===== src/rtl/lsu_memory_interface.sv =====
// Memory-side back end of the load/store unit: one outstanding data-memory request,
// store lane steering, load alignment/extension, kill handling and CDB broadcast.
module lsu_memory_interface #(
    parameter int unsigned XLEN          = 32,
    parameter int unsigned ROB_TAG_WIDTH = 32
) (
    input  logic                     clk,
    input  logic                     reset,
    input  logic                     fire_memory_op,
    input  logic                     memory_op_type,
    input  logic [2:0]               memory_op_width,
    input  logic [XLEN-1:0]          memory_address,
    input  logic [XLEN-1:0]          memory_data,
    input  logic [ROB_TAG_WIDTH-1:0] memory_rob_tag,
    input  logic                     kill_mem_req,
    output logic                     mem_if_busy,
    output logic                     dmem_req,
    output logic                     dmem_we,
    output logic [XLEN-1:0]          dmem_addr,
    output logic [XLEN-1:0]          dmem_wdata,
    output logic [XLEN/8-1:0]        dmem_be,
    input  logic                     dmem_ready,
    input  logic                     dmem_rvalid,
    input  logic [XLEN-1:0]          dmem_rdata,
    output logic                     load_succeeded,
    output logic [ROB_TAG_WIDTH-1:0] load_succeeded_rob_tag,
    output logic                     store_succeeded,
    output logic [ROB_TAG_WIDTH-1:0] store_succeeded_rob_tag,
    output logic                     cdb_request,
    input  logic                     cdb_grant,
    output logic [XLEN-1:0]          cdb_data,
    output logic [ROB_TAG_WIDTH-1:0] cdb_tag,
    output logic                     misaligned_exception,
    output logic [ROB_TAG_WIDTH-1:0] exception_rob_tag
);

    localparam int unsigned BE_W = XLEN / 8;

    typedef enum logic [2:0] {
        IDLE      = 3'd0,
        REQ       = 3'd1,
        WAIT_RESP = 3'd2,
        DRAIN     = 3'd3,
        BROADCAST = 3'd4
    } state_e;

    state_e                   state_q, state_d;
    logic                     type_q, type_d;
    logic [2:0]               width_q, width_d;
    logic [XLEN-1:0]          addr_q, addr_d;
    logic [XLEN-1:0]          data_q, data_d;
    logic [ROB_TAG_WIDTH-1:0] tag_q, tag_d;
    logic [XLEN-1:0]          res_q, res_d;
    logic                     exc_q, exc_d;
    logic [ROB_TAG_WIDTH-1:0] exc_tag_q, exc_tag_d;
    logic                     st_ok_q, st_ok_d;
    logic [ROB_TAG_WIDTH-1:0] st_tag_q, st_tag_d;

    logic                     misaligned_c;
    logic [4:0]               lane_shift_c;
    logic [XLEN-1:0]          shifted_c;
    logic [XLEN-1:0]          load_ext_c;
    logic [BE_W-1:0]          store_be_c;
    logic                     load_kill_c;

    // Halfwords need even addresses, words need 4-byte alignment
    always_comb begin
        misaligned_c = 1'b0;
        case (memory_op_width[1:0])
            2'b01:   misaligned_c = memory_address[0];
            2'b10:   misaligned_c = (memory_address[1:0] != 2'b00);
            default: misaligned_c = 1'b0;
        endcase
    end

    assign lane_shift_c = {addr_q[1:0], 3'b000};
    assign shifted_c    = dmem_rdata >> lane_shift_c;
    assign load_kill_c  = kill_mem_req && !type_q;

    always_comb begin
        case (width_q)
            3'b000:  load_ext_c = {{(XLEN-8){shifted_c[7]}}, shifted_c[7:0]};
            3'b001:  load_ext_c = {{(XLEN-16){shifted_c[15]}}, shifted_c[15:0]};
            3'b100:  load_ext_c = {{(XLEN-8){1'b0}}, shifted_c[7:0]};
            3'b101:  load_ext_c = {{(XLEN-16){1'b0}}, shifted_c[15:0]};
            default: load_ext_c = shifted_c;
        endcase
    end

    always_comb begin
        case (width_q[1:0])
            2'b00:   store_be_c = BE_W'(4'b0001) << addr_q[1:0];
            2'b01:   store_be_c = BE_W'(4'b0011) << addr_q[1:0];
            default: store_be_c = BE_W'(4'b1111) << addr_q[1:0];
        endcase
    end

    always_ff @(posedge clk or negedge reset) begin
        if (!reset) begin
            state_q   <= IDLE;
            type_q    <= 1'b0;
            width_q   <= 3'b000;
            addr_q    <= '0;
            data_q    <= '0;
            tag_q     <= '0;
            res_q     <= '0;
            exc_q     <= 1'b0;
            exc_tag_q <= '0;
            st_ok_q   <= 1'b0;
            st_tag_q  <= '0;
        end else begin
            state_q   <= state_d;
            type_q    <= type_d;
            width_q   <= width_d;
            addr_q    <= addr_d;
            data_q    <= data_d;
            tag_q     <= tag_d;
            res_q     <= res_d;
            exc_q     <= exc_d;
            exc_tag_q <= exc_tag_d;
            st_ok_q   <= st_ok_d;
            st_tag_q  <= st_tag_d;
        end
    end

    always_comb begin
        state_d   = state_q;
        type_d    = type_q;
        width_d   = width_q;
        addr_d    = addr_q;
        data_d    = data_q;
        tag_d     = tag_q;
        res_d     = res_q;
        exc_d     = 1'b0;
        exc_tag_d = '0;
        st_ok_d   = 1'b0;
        st_tag_d  = '0;
        case (state_q)
            IDLE: begin
                if (fire_memory_op) begin
                    type_d  = memory_op_type;
                    width_d = memory_op_width;
                    addr_d  = memory_address;
                    data_d  = memory_data;
                    tag_d   = memory_rob_tag;
                    if (misaligned_c) begin
                        exc_d     = 1'b1;
                        exc_tag_d = memory_rob_tag;
                    end else begin
                        state_d = REQ;
                    end
                end
            end
            REQ: begin
                // A killed load already accepted by memory must still sink its response
                if (load_kill_c) begin
                    state_d = dmem_ready ? DRAIN : IDLE;
                end else if (dmem_ready) begin
                    if (type_q) begin
                        st_ok_d  = 1'b1;
                        st_tag_d = tag_q;
                        state_d  = IDLE;
                    end else begin
                        state_d = WAIT_RESP;
                    end
                end
            end
            WAIT_RESP: begin
                if (load_kill_c) begin
                    state_d = dmem_rvalid ? IDLE : DRAIN;
                end else if (dmem_rvalid) begin
                    res_d   = load_ext_c;
                    state_d = BROADCAST;
                end
            end
            DRAIN: begin
                if (dmem_rvalid) state_d = IDLE;
            end
            BROADCAST: begin
                if (load_kill_c || cdb_grant) state_d = IDLE;
            end
            default: state_d = IDLE;
        endcase
    end

    assign mem_if_busy             = (state_q != IDLE);
    assign dmem_req                = (state_q == REQ);
    assign dmem_we                 = dmem_req && type_q;
    assign dmem_addr               = dmem_req ? {addr_q[XLEN-1:2], 2'b00} : '0;
    assign dmem_wdata              = dmem_we ? (data_q << lane_shift_c) : '0;
    assign dmem_be                 = dmem_req ? (type_q ? store_be_c : '1) : '0;
    assign cdb_request             = (state_q == BROADCAST);
    assign cdb_data                = cdb_request ? res_q : '0;
    assign cdb_tag                 = cdb_request ? tag_q : '0;
    // Kill beats a same-cycle grant
    assign load_succeeded          = cdb_request && cdb_grant && !load_kill_c;
    assign load_succeeded_rob_tag  = load_succeeded ? tag_q : '0;
    assign store_succeeded         = st_ok_q;
    assign store_succeeded_rob_tag = st_tag_q;
    assign misaligned_exception    = exc_q;
    assign exception_rob_tag       = exc_tag_q;

endmodule

===== config.mk =====
export PLATFORM = sky130hd
export DESIGN_NAME = lsu_memory_interface
export DESIGN_NICKNAME = d
export VERILOG_FILES = /design/src/rtl/lsu_memory_interface.sv
export SDC_FILE = /design/constraint.sdc
export NUM_CORES = 1
export LEC_CHECK = 0
export CAP_MARGIN = 20
export CELL_PAD_IN_SITES_DETAIL_PLACEMENT = 2
export CELL_PAD_IN_SITES_GLOBAL_PLACEMENT = 2
export CORE_ASPECT_RATIO = 1.4
export CORE_MARGIN = 5
export CORE_UTILIZATION = 26
export DETAILED_ROUTE_END_ITERATION = 8
export GPL_TIMING_DRIVEN = 0
export PLACE_DENSITY = 0.76
export SLEW_MARGIN = 20
export SYNTH_ARGS = -nofsm -noshare
export SYNTH_HDL_FRONTEND = slang
export SYNTH_SLANG_ARGS = --single-unit

===== constraint.sdc =====
create_clock -name clk -period 2.7 [get_ports clk]
set_clock_uncertainty 0.15 [all_clocks]
set_input_delay 0.54 -clock clk [delete_from_list [all_inputs] [get_ports clk]]
set_output_delay 0.54 -clock clk [all_outputs]
set_load 0.02 [all_outputs]

==> metrics.txt <==
status finished, violations left; failing checks negative setup slack; Synth Area in XOR/XNOR 0; proportion of synthesized area in mux cells 0.165; vias in the first global route 9485; FF+latch area 0.00503 mm²; CTS tree done; largest cells by area after synthesis dfrtp_1 (54%), mux2_2 (13%), and2_1 (9.2%); Worst setup startpoint state_q[1]$_DFFE_PN0P_; Synth Warn # 0; Synth Area in Adders 0.00267; Post-Place Setup Slack -0.928 ns; synthesis-stage register bit count 201; area of all placed cells without fillers 0.0154 mm²; Post-Syn Instances 843; Yosys top cell area share 0.538; post-route ant nets 0; htree depth 1; Post-Synthesis Cell Area 0.00936 mm²; antenna violations before repair 9; drt first-iter violations 257; Max-cap violations 0; largest net degree at the start of global routing 76; clock latency on the worst-skew pair 0.52 ns; Die X 170 µm; layout cells sized above 1 0.382; Die ar. 0.0399 mm²; final hold violation count 0; maximum VDD drop 0.000456 V; Placed Instance Area 0.0137 mm²; max-slew violations 0; worst-margin pin slew 0.753 ns; Compound-Gate Fraction of Synth Area 0.0529; IO Port Bufs 371; CP dominant cell by count buf_6; clk buf depth 3; RSZ-0062 raised after global routing yes; Synth Area in Simple Gates 0.203; die height 234 µm; startpoint types register; Layout Cells excl Fill 1755; leak pwr 7.13 nW; routability cong. 0.804; Synth area leader dfrtp_1; first-pass GRT wire length 61500 µm; Vias 8252; dpl hpwl 31300 µm; Required @ worst endpoint 2.01 ns; slowest CP cell dfrtp_1; core area 0.0357 mm²; row cnt 82; Global Route Usage Sum 0.202; root buf cell clkbuf_16; Crit Path Category reg2out; DRC viols 0; CTS sink cnt 201; Initial Utilization 0.262; total CTS buffers 23; Seq/Total Area, Yosys 0.538; Final min period 2.80 ns; Fillers 3708; Rel. slew slack 0.498; Critical Path End Type primary output; Layout area overhead 64.3%; Avg Cell Area, Syn 11.1 µm²; Detailed Routing Iterations Pass 1 4; critical path's largest stage delay 0.39 ns; Crit path buffers/inverters 4; CP Data Arrival Time 2.11 ns; CP top delay family simple AND/OR/NAND/NOR gates; total grt overflow 0; CP endpoint load_succeeded_rob_tag[21]; setup slack, reg-to-reg 0.16 ns; CP max FO 8; worst path cell trace buf_6 -> nor3b_4 -> and3_4 -> clkbuf_16 -> buf_6 -> and2_4 -> buf_6; main combinational cell family by area after synthesis simple AND/OR/NAND/NOR gates; vias per cell 4.70; nets 1412; wire length per cell 24.0 µm; setup_tns -4.15 ns; multi-input logic area 0.00434 mm²; stages on the worst setup path 7; Critical R2R Launch state_q[1]$_DFFE_PN0P_; clock input transition at the sequential cells of the worst setup and hold paths 0.06 ns; Worst R2R Path Depth 9; Synth cell types 37; FF-to-FF End addr_q[7]$_DFFE_PN0P_; hold depth 2; Setup Viol. Count Final 80; Achievable Freq 357 MHz; Hold Crit Class reg2reg; Tcrit/Tclk final 1.04; placed cells 1679; # IOs 374; Final WS setup -0.100 ns; Routed Wire Length 42200 µm; Pwr per Cell Area 1010 mW/mm²
[Yosys cell counts]
library cell,number
mux2i_1,32
buf_4,8
a2111o_1,1
a21oi_1,28
nor3_1,3
o21bai_1,1
conb_1,1
o31a_1,1
o22ai_1,3
nor3b_1,2
buf_2,15
a21o_1,1
or3_1,1
nand2b_1,3
a222oi_1,1
nand3_1,32
o2bb2ai_1,7
inv_1,9
and3_1,66
a211oi_1,18
clkbuf_1,39
nor2b_1,12
o311ai_0,1
nand4bb_1,1
o21ai_0,14
a2bb2oi_1,1
dfrtp_1,201
nand2_1,35
buf_6,1
nand3b_1,1
and2_1,138
ha_1,2
o21a_1,1
mux2_2,109
or2_2,4
buf_1,7
nor2_1,43
[power by group]
| part | total, mW | internal [mW] | switching (mW) |
|---|---|---|---|
| clock | 3.24 | 1.90 | 1.34 |
| sequential | 4.97 | 4.11 | 0.864 |
| combinational | 7.33 | 3.50 | 3.83 |
| total | 15.5 | 9.51 | 6.03 |
[state kept, by name, summed over array words and instances, names as in the netlist, 3 cells and up]
signal / cells
addr_q: 32
data_q: 32
exception_rob_tag: 32
res_q: 32
store_succeeded_rob_tag: 32
tag_q: 32
state_q: 3
width_q: 3
[worst reg2reg max path: stages (launching register included)]
cell and delay [ns]:
dfrtp_1 0.39, buf_6 0.14, buf_4 0.13, buf_4 0.13
nor3_2 0.24, and2_1 0.16, buf_2 0.19, clkbuf_4 0.29
buf_4 0.25, mux2_2 0.36
[timing repair]
action / in CTS / in global routing
hold endpoints to repair: 72 / 0
resized for setup: 952 / 95
pin swaps: 26 / 14
buffers inserted: 19 / 10
hold buffers: 1 / 0
gates cloned: 4 / 2
endpoints found under the setup margin: 167 / 204
[worst min path at each step]
| stage | startpoint | end | slack, ns |
|---|---|---|---|
| finish | res_q[4]$_DFFE_PN0P_ | res_q[4]$_DFFE_PN0P_ | 0.34 |
| global route | addr_q[17]$_DFFE_PN0P_ | addr_q[17]$_DFFE_PN0P_ | 0.37 |
| CTS | res_q[31]$_DFFE_PN0P_ | res_q[31]$_DFFE_PN0P_ | 0.35 |
| detailed placement | res_q[29]$_DFFE_PN0P_ | res_q[29]$_DFFE_PN0P_ | 0.33 |
| global placement | res_q[4]$_DFFE_PN0P_ | res_q[4]$_DFFE_PN0P_ | 0.31 |
| floorplan | reset | addr_q[0]$_DFFE_PN0P_ | 0.09 |
[routing by layer]
| layer | GRT usage | wire length, µm | share of wire |
|---|---|---|---|
| met1 | 0.215 | 14800 | 0.35 |
| met2 | 0.382 | 23400 | 0.55 |
| met3 | 0.0561 | 2810 | 0.067 |
| met4 | 0.0649 | 1210 | 0.029 |
| met5 | 0 | 34 | 0.00081 |
[cell usage in the layout (no fill, tap or decap), types with 3 or more instances in the layout]
cell / netlist / layout
buf_8: 0 / 4
buf_12: 0 / 5
inv_1: 9 / 9
clkinv_2: 0 / 3
clkbuf_16: 0 / 30
and2_1: 138 / 75
nand3_1: 32 / 32
nand2b_1: 3 / 3
buf_4: 8 / 54
and2_4: 0 / 63
clkbuf_2: 0 / 7
a211oi_1: 18 / 6
mux2i_1: 32 / 26
dlygate4sd2_1: 0 / 9
dfrtp_1: 201 / 199
nor2_2: 0 / 4
mux2_2: 109 / 109
a21oi_1: 28 / 27
mux2i_2: 0 / 4
nand2_1: 35 / 34
clkbuf_1: 39 / 17
buf_2: 15 / 39
clkdlybuf4s50_1: 0 / 203
nor2_1: 43 / 35
and3_1: 66 / 65
diode_2: 0 / 6
o2bb2ai_1: 7 / 7
clkbuf_4: 0 / 7
o22ai_1: 3 / 3
clkbuf_8: 0 / 9
nor2b_1: 12 / 10
o21ai_0: 14 / 13
buf_6: 1 / 92
a211oi_2: 0 / 11
nor2_4: 0 / 4
clkdlybuf4s15_2: 0 / 23
[metrics by stage]
| step | hold slack [ns] | power, mW | utilization |
|---|---|---|---|
| 2_1_floorplan | 0.0944 | 8.56 | - |
| 3_3_place_gp | 0.311 | 11.3 | 0.382 |
| 3_5_place_dp | 0.328 | 11.6 | 0.384 |
| 4_1_cts | 0.350 | 15.4 | 0.423 |
| 5_1_grt | 0.367 | 16.5 | 0.431 |
| 6_report | 0.342 | 15.5 | 0.431 |
[area by class of cell]
cell class,count,area share
flip-flops and latches,201,0.327
multi-input cells,564,0.282
repair buffers,408,0.264
clock buffers,33,0.0431
well taps,462,0.0376
plain buffers,64,0.0359
clock inverters,8,0.00651
inverters,9,0.00220
diodes,6,0.000976
[logic make-up (layout without fill, tap and decap cells)]
| family | after synthesis | after routing |
|---|---|---|
| AOI/OAI and AO/OA | 78 | 78 |
| adders and majority gates | 2 | 2 |
| buffers and inverters | 79 | 522 |
| DFF | 201 | 201 |
| muxes | 141 | 141 |
| other | 1 | 8 |
| and+or+nand+nor | 341 | 341 |
Power figures use the tool's default switching activity.
